**src/rtl/jtag_uart_sys_memory_arbiter_pkg.sv**
```systemverilog
// Shared widths, defaults and master index type for the JTAG UART system memory arbiter.
package jtag_uart_sys_memory_arbiter_pkg;

    localparam int unsigned MEM_ADDR_W           = 11;
    localparam int unsigned MEM_DATA_W           = 32;
    localparam int unsigned MEM_ARB_HOLD_DEFAULT = 4;
    localparam int unsigned HOLD_CNT_W           = 4;

    typedef enum logic {
        M0 = 1'b0,
        M1 = 1'b1
    } master_e;

    function automatic master_e other_master(input master_e m);
        return (m == M0) ? M1 : M0;
    endfunction

endpackage

```
**src/rtl/jtag_uart_sys_memory_arbiter_mem_arb_rr_grant.sv**
```systemverilog
// Combinational two-way round-robin grant; the last winner may keep the port for up to HOLD contended cycles.
module mem_arb_rr_grant
    import jtag_uart_sys_memory_arbiter_pkg::*;
#(
    parameter int unsigned HOLD = MEM_ARB_HOLD_DEFAULT
) (
    input  logic [1:0]            req,
    input  master_e               last_grant,
    input  logic [HOLD_CNT_W-1:0] hold_cnt,
    output logic [1:0]            gnt
);

    logic    incumbent_holds;
    master_e winner;

    always_comb begin
        // A zero count means the previous cycle was uncontended, so fresh contention opens
        // with a switch away from last_grant; this is what gives m0 the first contention after reset.
        incumbent_holds = (hold_cnt != '0) && (hold_cnt < HOLD_CNT_W'(HOLD)) && req[last_grant];
        winner          = incumbent_holds ? last_grant : other_master(last_grant);
        gnt             = '0;
        unique case (req)
            2'b01:   gnt = 2'b01;
            2'b10:   gnt = 2'b10;
            2'b11:   gnt[winner] = 1'b1;
            default: gnt = '0;
        endcase
    end

endmodule

```
**src/rtl/jtag_uart_sys_memory_arbiter.sv**
```systemverilog
// Two-master Avalon-MM arbiter in front of the single-port on-chip memory.
// Defining MEM_ARB_PERF_EN adds grant and conflict performance counters.
module jtag_uart_sys_memory_arbiter
    import jtag_uart_sys_memory_arbiter_pkg::*;
#(
    parameter int unsigned ADDR_W = MEM_ADDR_W,
    parameter int unsigned DATA_W = MEM_DATA_W,
    parameter int unsigned HOLD   = MEM_ARB_HOLD_DEFAULT
) (
    input  logic                clk,
    input  logic                reset,
    input  logic [ADDR_W-1:0]   m0_address,
    input  logic                m0_read,
    input  logic                m0_write,
    input  logic [DATA_W/8-1:0] m0_byteenable,
    input  logic [DATA_W-1:0]   m0_writedata,
    output logic                m0_waitrequest,
    output logic [DATA_W-1:0]   m0_readdata,
    output logic                m0_readdatavalid,
    input  logic [ADDR_W-1:0]   m1_address,
    input  logic                m1_read,
    input  logic                m1_write,
    input  logic [DATA_W/8-1:0] m1_byteenable,
    input  logic [DATA_W-1:0]   m1_writedata,
    output logic                m1_waitrequest,
    output logic [DATA_W-1:0]   m1_readdata,
    output logic                m1_readdatavalid,
    output logic [ADDR_W-1:0]   mem_address,
    output logic [DATA_W/8-1:0] mem_byteenable,
    output logic [DATA_W-1:0]   mem_writedata,
    output logic                mem_chipselect,
    output logic                mem_write,
    output logic                mem_clken,
`ifdef MEM_ARB_PERF_EN
    output logic [31:0]         m0_grant_cnt,
    output logic [31:0]         m1_grant_cnt,
    output logic [31:0]         conflict_cnt,
`endif
    input  logic [DATA_W-1:0]   mem_readdata
);

    logic [1:0]            req;
    logic [1:0]            wr_req;
    logic [1:0]            gnt_raw;
    logic [1:0]            gnt;
    master_e               winner;

    master_e               last_grant_q, last_grant_d;
    logic [HOLD_CNT_W-1:0] hold_cnt_q, hold_cnt_d;
    logic [1:0]            rd_pend_q, rd_pend_d;

    always_comb begin
        req    = {m1_read | m1_write, m0_read | m0_write};
        wr_req = {m1_write, m0_write};
    end

    mem_arb_rr_grant #(
        .HOLD(HOLD)
    ) u_rr_grant (
        .req        (req),
        .last_grant (last_grant_q),
        .hold_cnt   (hold_cnt_q),
        .gnt        (gnt_raw)
    );

    // Reset blocks every grant so both masters stall and the memory is deselected.
    always_comb begin
        gnt            = reset ? 2'b00 : gnt_raw;
        winner         = gnt[1] ? M1 : M0;
        m0_waitrequest = reset | (req[0] & ~gnt[0]);
        m1_waitrequest = reset | (req[1] & ~gnt[1]);
        mem_address    = gnt[1] ? m1_address    : m0_address;
        mem_byteenable = gnt[1] ? m1_byteenable : m0_byteenable;
        mem_writedata  = gnt[1] ? m1_writedata  : m0_writedata;
        mem_chipselect = |gnt;
        mem_write      = |(gnt & wr_req);
        mem_clken      = 1'b1;
    end

    always_comb begin
        m0_readdata      = mem_readdata;
        m1_readdata      = mem_readdata;
        m0_readdatavalid = rd_pend_q[0];
        m1_readdatavalid = rd_pend_q[1];
    end

    always_comb begin
        last_grant_d = (|gnt) ? winner : last_grant_q;
        hold_cnt_d   = '0;
        if (&req) begin
            if (winner == last_grant_q) begin
                hold_cnt_d = (hold_cnt_q >= HOLD_CNT_W'(HOLD)) ? HOLD_CNT_W'(HOLD)
                                                               : hold_cnt_q + 1'b1;
            end else begin
                hold_cnt_d = HOLD_CNT_W'(1);
            end
        end
        // A read+write pair is issued as a write, so it produces no read response.
        rd_pend_d = gnt & ~wr_req;
    end

    always_ff @(posedge clk or posedge reset) begin
        if (reset) begin
            last_grant_q <= M1;
            hold_cnt_q   <= '0;
            rd_pend_q    <= '0;
        end else begin
            last_grant_q <= last_grant_d;
            hold_cnt_q   <= hold_cnt_d;
            rd_pend_q    <= rd_pend_d;
        end
    end

`ifdef MEM_ARB_PERF_EN
    logic [31:0] m0_grant_cnt_q, m0_grant_cnt_d;
    logic [31:0] m1_grant_cnt_q, m1_grant_cnt_d;
    logic [31:0] conflict_cnt_q, conflict_cnt_d;

    always_comb begin
        m0_grant_cnt_d = m0_grant_cnt_q + 32'(gnt[0]);
        m1_grant_cnt_d = m1_grant_cnt_q + 32'(gnt[1]);
        conflict_cnt_d = conflict_cnt_q + 32'(&req);
        m0_grant_cnt   = m0_grant_cnt_q;
        m1_grant_cnt   = m1_grant_cnt_q;
        conflict_cnt   = conflict_cnt_q;
    end

    always_ff @(posedge clk or posedge reset) begin
        if (reset) begin
            m0_grant_cnt_q <= '0;
            m1_grant_cnt_q <= '0;
            conflict_cnt_q <= '0;
        end else begin
            m0_grant_cnt_q <= m0_grant_cnt_d;
            m1_grant_cnt_q <= m1_grant_cnt_d;
            conflict_cnt_q <= conflict_cnt_d;
        end
    end
`endif

endmodule

```
**config.mk**
```make
export PLATFORM = sky130hd
export DESIGN_NAME = jtag_uart_sys_memory_arbiter
export DESIGN_NICKNAME = d
export VERILOG_FILES = /design/src/rtl/jtag_uart_sys_memory_arbiter_pkg.sv /design/src/rtl/jtag_uart_sys_memory_arbiter_mem_arb_rr_grant.sv /design/src/rtl/jtag_uart_sys_memory_arbiter.sv
export SDC_FILE = /design/constraint.sdc
export NUM_CORES = 1
export LEC_CHECK = 0
export CAP_MARGIN = 10
export CORE_AREA = 5 5 94 96
export DETAILED_ROUTE_END_ITERATION = 10
export DIE_AREA = 0 0 99 101
export DONT_BUFFER_PORTS = 1
export PLACE_DENSITY_LB_ADDON = 0.15
export SYNTH_ARGS = -nofsm -noshare
export SYNTH_HDL_FRONTEND = slang
export SYNTH_SLANG_ARGS = --single-unit
```
**constraint.sdc**
```tcl
create_clock -name clk -period 3.26 [get_ports clk]
set_input_delay 0.652 -clock clk [delete_from_list [all_inputs] [get_ports clk]]
set_output_delay 0.652 -clock clk [all_outputs]
set_load 0.01 [all_outputs]
```
==> flow_results.org <==
** Run status
- Status :: finished clean

** Yosys
- The synthesized netlist contains 30 unique library cells.
- Of the total synthesized cell area, the portion taken by XOR and XNOR cells is 0.
- After synthesis, the largest family of logic cells by area is compound AO/OA/AOI/OAI gates.
- Of the total synthesized cell area, the portion taken by AND, OR, NAND and NOR gates is 0.04785.
- Post-synthesis sequential element count :: 7
- Post-synthesis average cell area :: between 7 and 8 um^2
- Of the total synthesized cell area, the portion taken by full adders, half adders and majority gates is 0.01227.
- After synthesis, the cell types taking the most area are buf_4 24%, o32ai_1 20%, o31ai_1 18%.
- Of the post-synthesis cell area, the dominant cell type holds 0.2429.
- Gate count of the mapped netlist :: 287
- Of the synthesized area, sequential elements account for 0.08650.
- Counting flops with a built-in enable in the synthesized netlist gives 0.
- Most area-hungry cell type in the Yosys netlist :: buf_4
- Async S/R FF share, synth :: 1.000
- Synth Area in Compound Gates :: 0.4344
- Ranking of synthesized cells by instance count :: 66 x buf_4, 52 x inv_1, 49 x o31ai_1
- Counting every net in the synthesized netlist gives 421.
- Cell with the most instances after synthesis :: buf_4
- For this run, the leading register cell type out of synthesis is dfrtp_1.
- Mux contribution to synthesized area :: 0
- Netlist area before placement :: about 2000 um^2
- Warnings, synthesis :: 0

** Route
- The count of nets left with antenna violations once routing finished came out at 0.
- Total routed wirelength :: a little under 7 mm
- Vias per std cell :: ~5.8
- After the first detailed-routing iteration, the DRC count stood at around 90.
- The detailed router placed 1782 vias in this run.
- Dividing the detail-routed wire length by the instance count gives 22.12 um.
- For this run, the detailed router's first-pass iteration total came to 8.
- In the routed design, unresolved DRC markers number 0.

** Floorplanning
- Core ar. :: 7969 um^2
- Width of the die :: 99 um
- Row generation in the floorplan step produced 33 rows.
- Initial core utilization :: 0.2559
- Num ports :: 250
- Area enclosed by the die boundary :: 9999 um^2
- Measured along the y axis, the die boundary spans 101 um.

** Critical path
- R2R setup slack :: between 1 and 1.5 ns
- The worst setup path is launched from a flop.
- Worst reg2reg path startpoint :: hold_cnt_q[0]
- At the worst endpoint, the arrival time is 2.25 ns.
- The number of cells on the worst reg-to-reg path is 6.
- Maximum fanout along the worst path :: 30
- Required time worst endpoint :: 2.61 ns
- Critical path endpoint category :: output pin
- The most critical setup path has its endpoint at mem_writedata[4].
- Endpoint of the worst-slack reg-to-reg timing path :: last_grant_q
- In this run the worst setup path begins at hold_cnt_q[0].
- The setup path with the least slack is of type flop to output pin.

** Global route
- Number of global-route vias before repair :: 1772
- In the global route stage, overall resource usage came out at 0.1223.
- For this run the aggregate overflow at the end of global routing stands at 0.
- First-pass GRT wire length :: 10.03 mm
- The initial antenna violation count was 0.
- Entering global routing, the biggest net connects 58 pins.

** STA
- Share of the clock period used by the worst path after layout :: 0.8906
- Setup WS post-layout :: 0.3567 ns
- Layout Skew :: 0.002404 ns
- Number of setup violations in the final report :: 0
- Min Clock Period, post-route :: 2.903 ns
- Final Hold Fails :: 0
- Final-layout setup total negative slack :: 0 ns
- Max-slew violations :: 0
- The worst pin sits at a relative slew slack of 0.5836.
- At the pin with the least slew margin, the transition time is 0.6229 ns.
- Max Fclk :: 344.4 MHz
- Setup repair after global routing left no endpoint under its margin.

** Clock tree
- H-tree depth :: 1
- Clk Tree Root Cell :: clkbuf_8
- For the worst-skew pair, the clock arrives at the later sink with an insertion delay of 0.23 ns.
- Clock transition at the register clock pins on the worst setup and hold paths after CTS :: 0.04 ns
- Clock Path Buffers :: 2
- # resized after CTS :: 0
- Post-CTS timing repair inserted 0 buffers for setup.
- Num CTS Buffers :: 3
- For this design, the CTS-stage hold fixing added 0 buffers.
- TritonCTS built the clock tree.
- Sinks on Clock Net :: 7

** Cells and area
- Area growth from synthesis to layout :: -19.20%
- Share of cells above drive strength 1 :: 0.09852
- Number of diodes :: 0
- Final nets :: between 300 and 400

** Place
- Minimum setup slack after placement :: 0.5141 ns
- Input/output buffers :: 0
- Final weighted congestion of routability-driven global placement :: 0.7211
- Half-perimeter wire length of the detailed placement result :: 4.893 mm

** Min path
- The tightest min-delay check is of the input pin to async pin type.

** Pwr
- The worst-case IR drop observed on VDD is 0.2556 mV.
- For this design the static power due to leakage is 0.0006425 uW.
- For this design the ratio of total power to cell area is 336.4 nW/um^2.

** Job
- Maximum capacitance violations :: 0
-- cell families (layout without fill, tap and decap cells) --
kind of cell,after synthesis,in the layout
AOI/OAI and AO/OA,110,110
and+or+nand+nor,18,18
DFF,7,7
other,2,2
buffers and inverters,148,64
adders and majority gates,2,2
-- power breakdown --
part / internal [uW] / switching [uW] / total (uW)
combinational: 97.1 / 223 / 320
clock: 85.1 / 43.4 / 129
sequential: 96.4 / 9.36 / 106
-- per-layer routing --
metal,GRT usage,share of wire,vias up
li1,-,-,821
met1,0.1479,0.41,825
met2,0.2009,0.47,109
met3,0.04291,0.095,27
met4,0.04307,0.021,0
met5,0,0,-
-- registers in the layout, summed over array words and instances, names as in the netlist --
name,cells
rd_pend_q,2
hold_cnt_q,4
last_grant_q,1
-- how the worst min path moves through the flow --
stage | from | to | depth (start not counted)
floorplan | hold_cnt_q[0] | hold_cnt_q[0] | 1
global placement | hold_cnt_q[0] | hold_cnt_q[0] | 1
detailed placement | last_grant_q | last_grant_q | 2
CTS | reset | rd_pend_q[1] | 1
global route | reset | rd_pend_q[1] | 1
finish | reset | rd_pend_q[1] | 1
-- worst max-delay path, cell delays in order (launching register included) --
cell and delay (ns):
dfrtp_1 0.37, inv_1 0.07, ha_1 0.26, o31ai_1 0.41
a21oi_4 0.09, buf_4 0.25, o32ai_1 0.55
-- area by class of cell --
cell class / count / area [um^2]
multi-input cells: 132 / 1040
well taps: 105 / 131.4
flip-flops and latches: 7 / 176.4
repair buffers: 8 / 60.06
fillers: 922 / 6321
inverters: 52 / 195.2
clock buffers: 4 / 45.04
-- per-stage QoR --
stage	util	total power [uW]	instances	cell area (um^2)	hold slack, ns
after floorplan	-	473.1	287	2039	0.4690
after global placement	0.2011	427.5	304	1603	0.4929
after detailed placement	0.2011	428.5	304	1603	0.4977
after CTS	0.2068	557.4	308	1648	0.2738
after global routing	0.2068	597.9	308	1648	0.3039
final	0.2068	554.3	308	1648	0.3251
-- layout by cell type (no fill, tap or decap), drive strengths merged, types with 2 or more instances in the layout --
cell type	synthesis	layout
nor2b	2	2
o31ai	49	49
a21oi	4	4
buf	76	8
ha	2	2
o32ai	47	47
nand2	2	2
o21ai	2	2
nor4	2	2
or2	2	2
a221oi	2	2
nor2	6	6
dfrtp	6	6
conb	2	2
clkbuf	20	4
inv	52	52
Power figures use the tool's default switching activity.
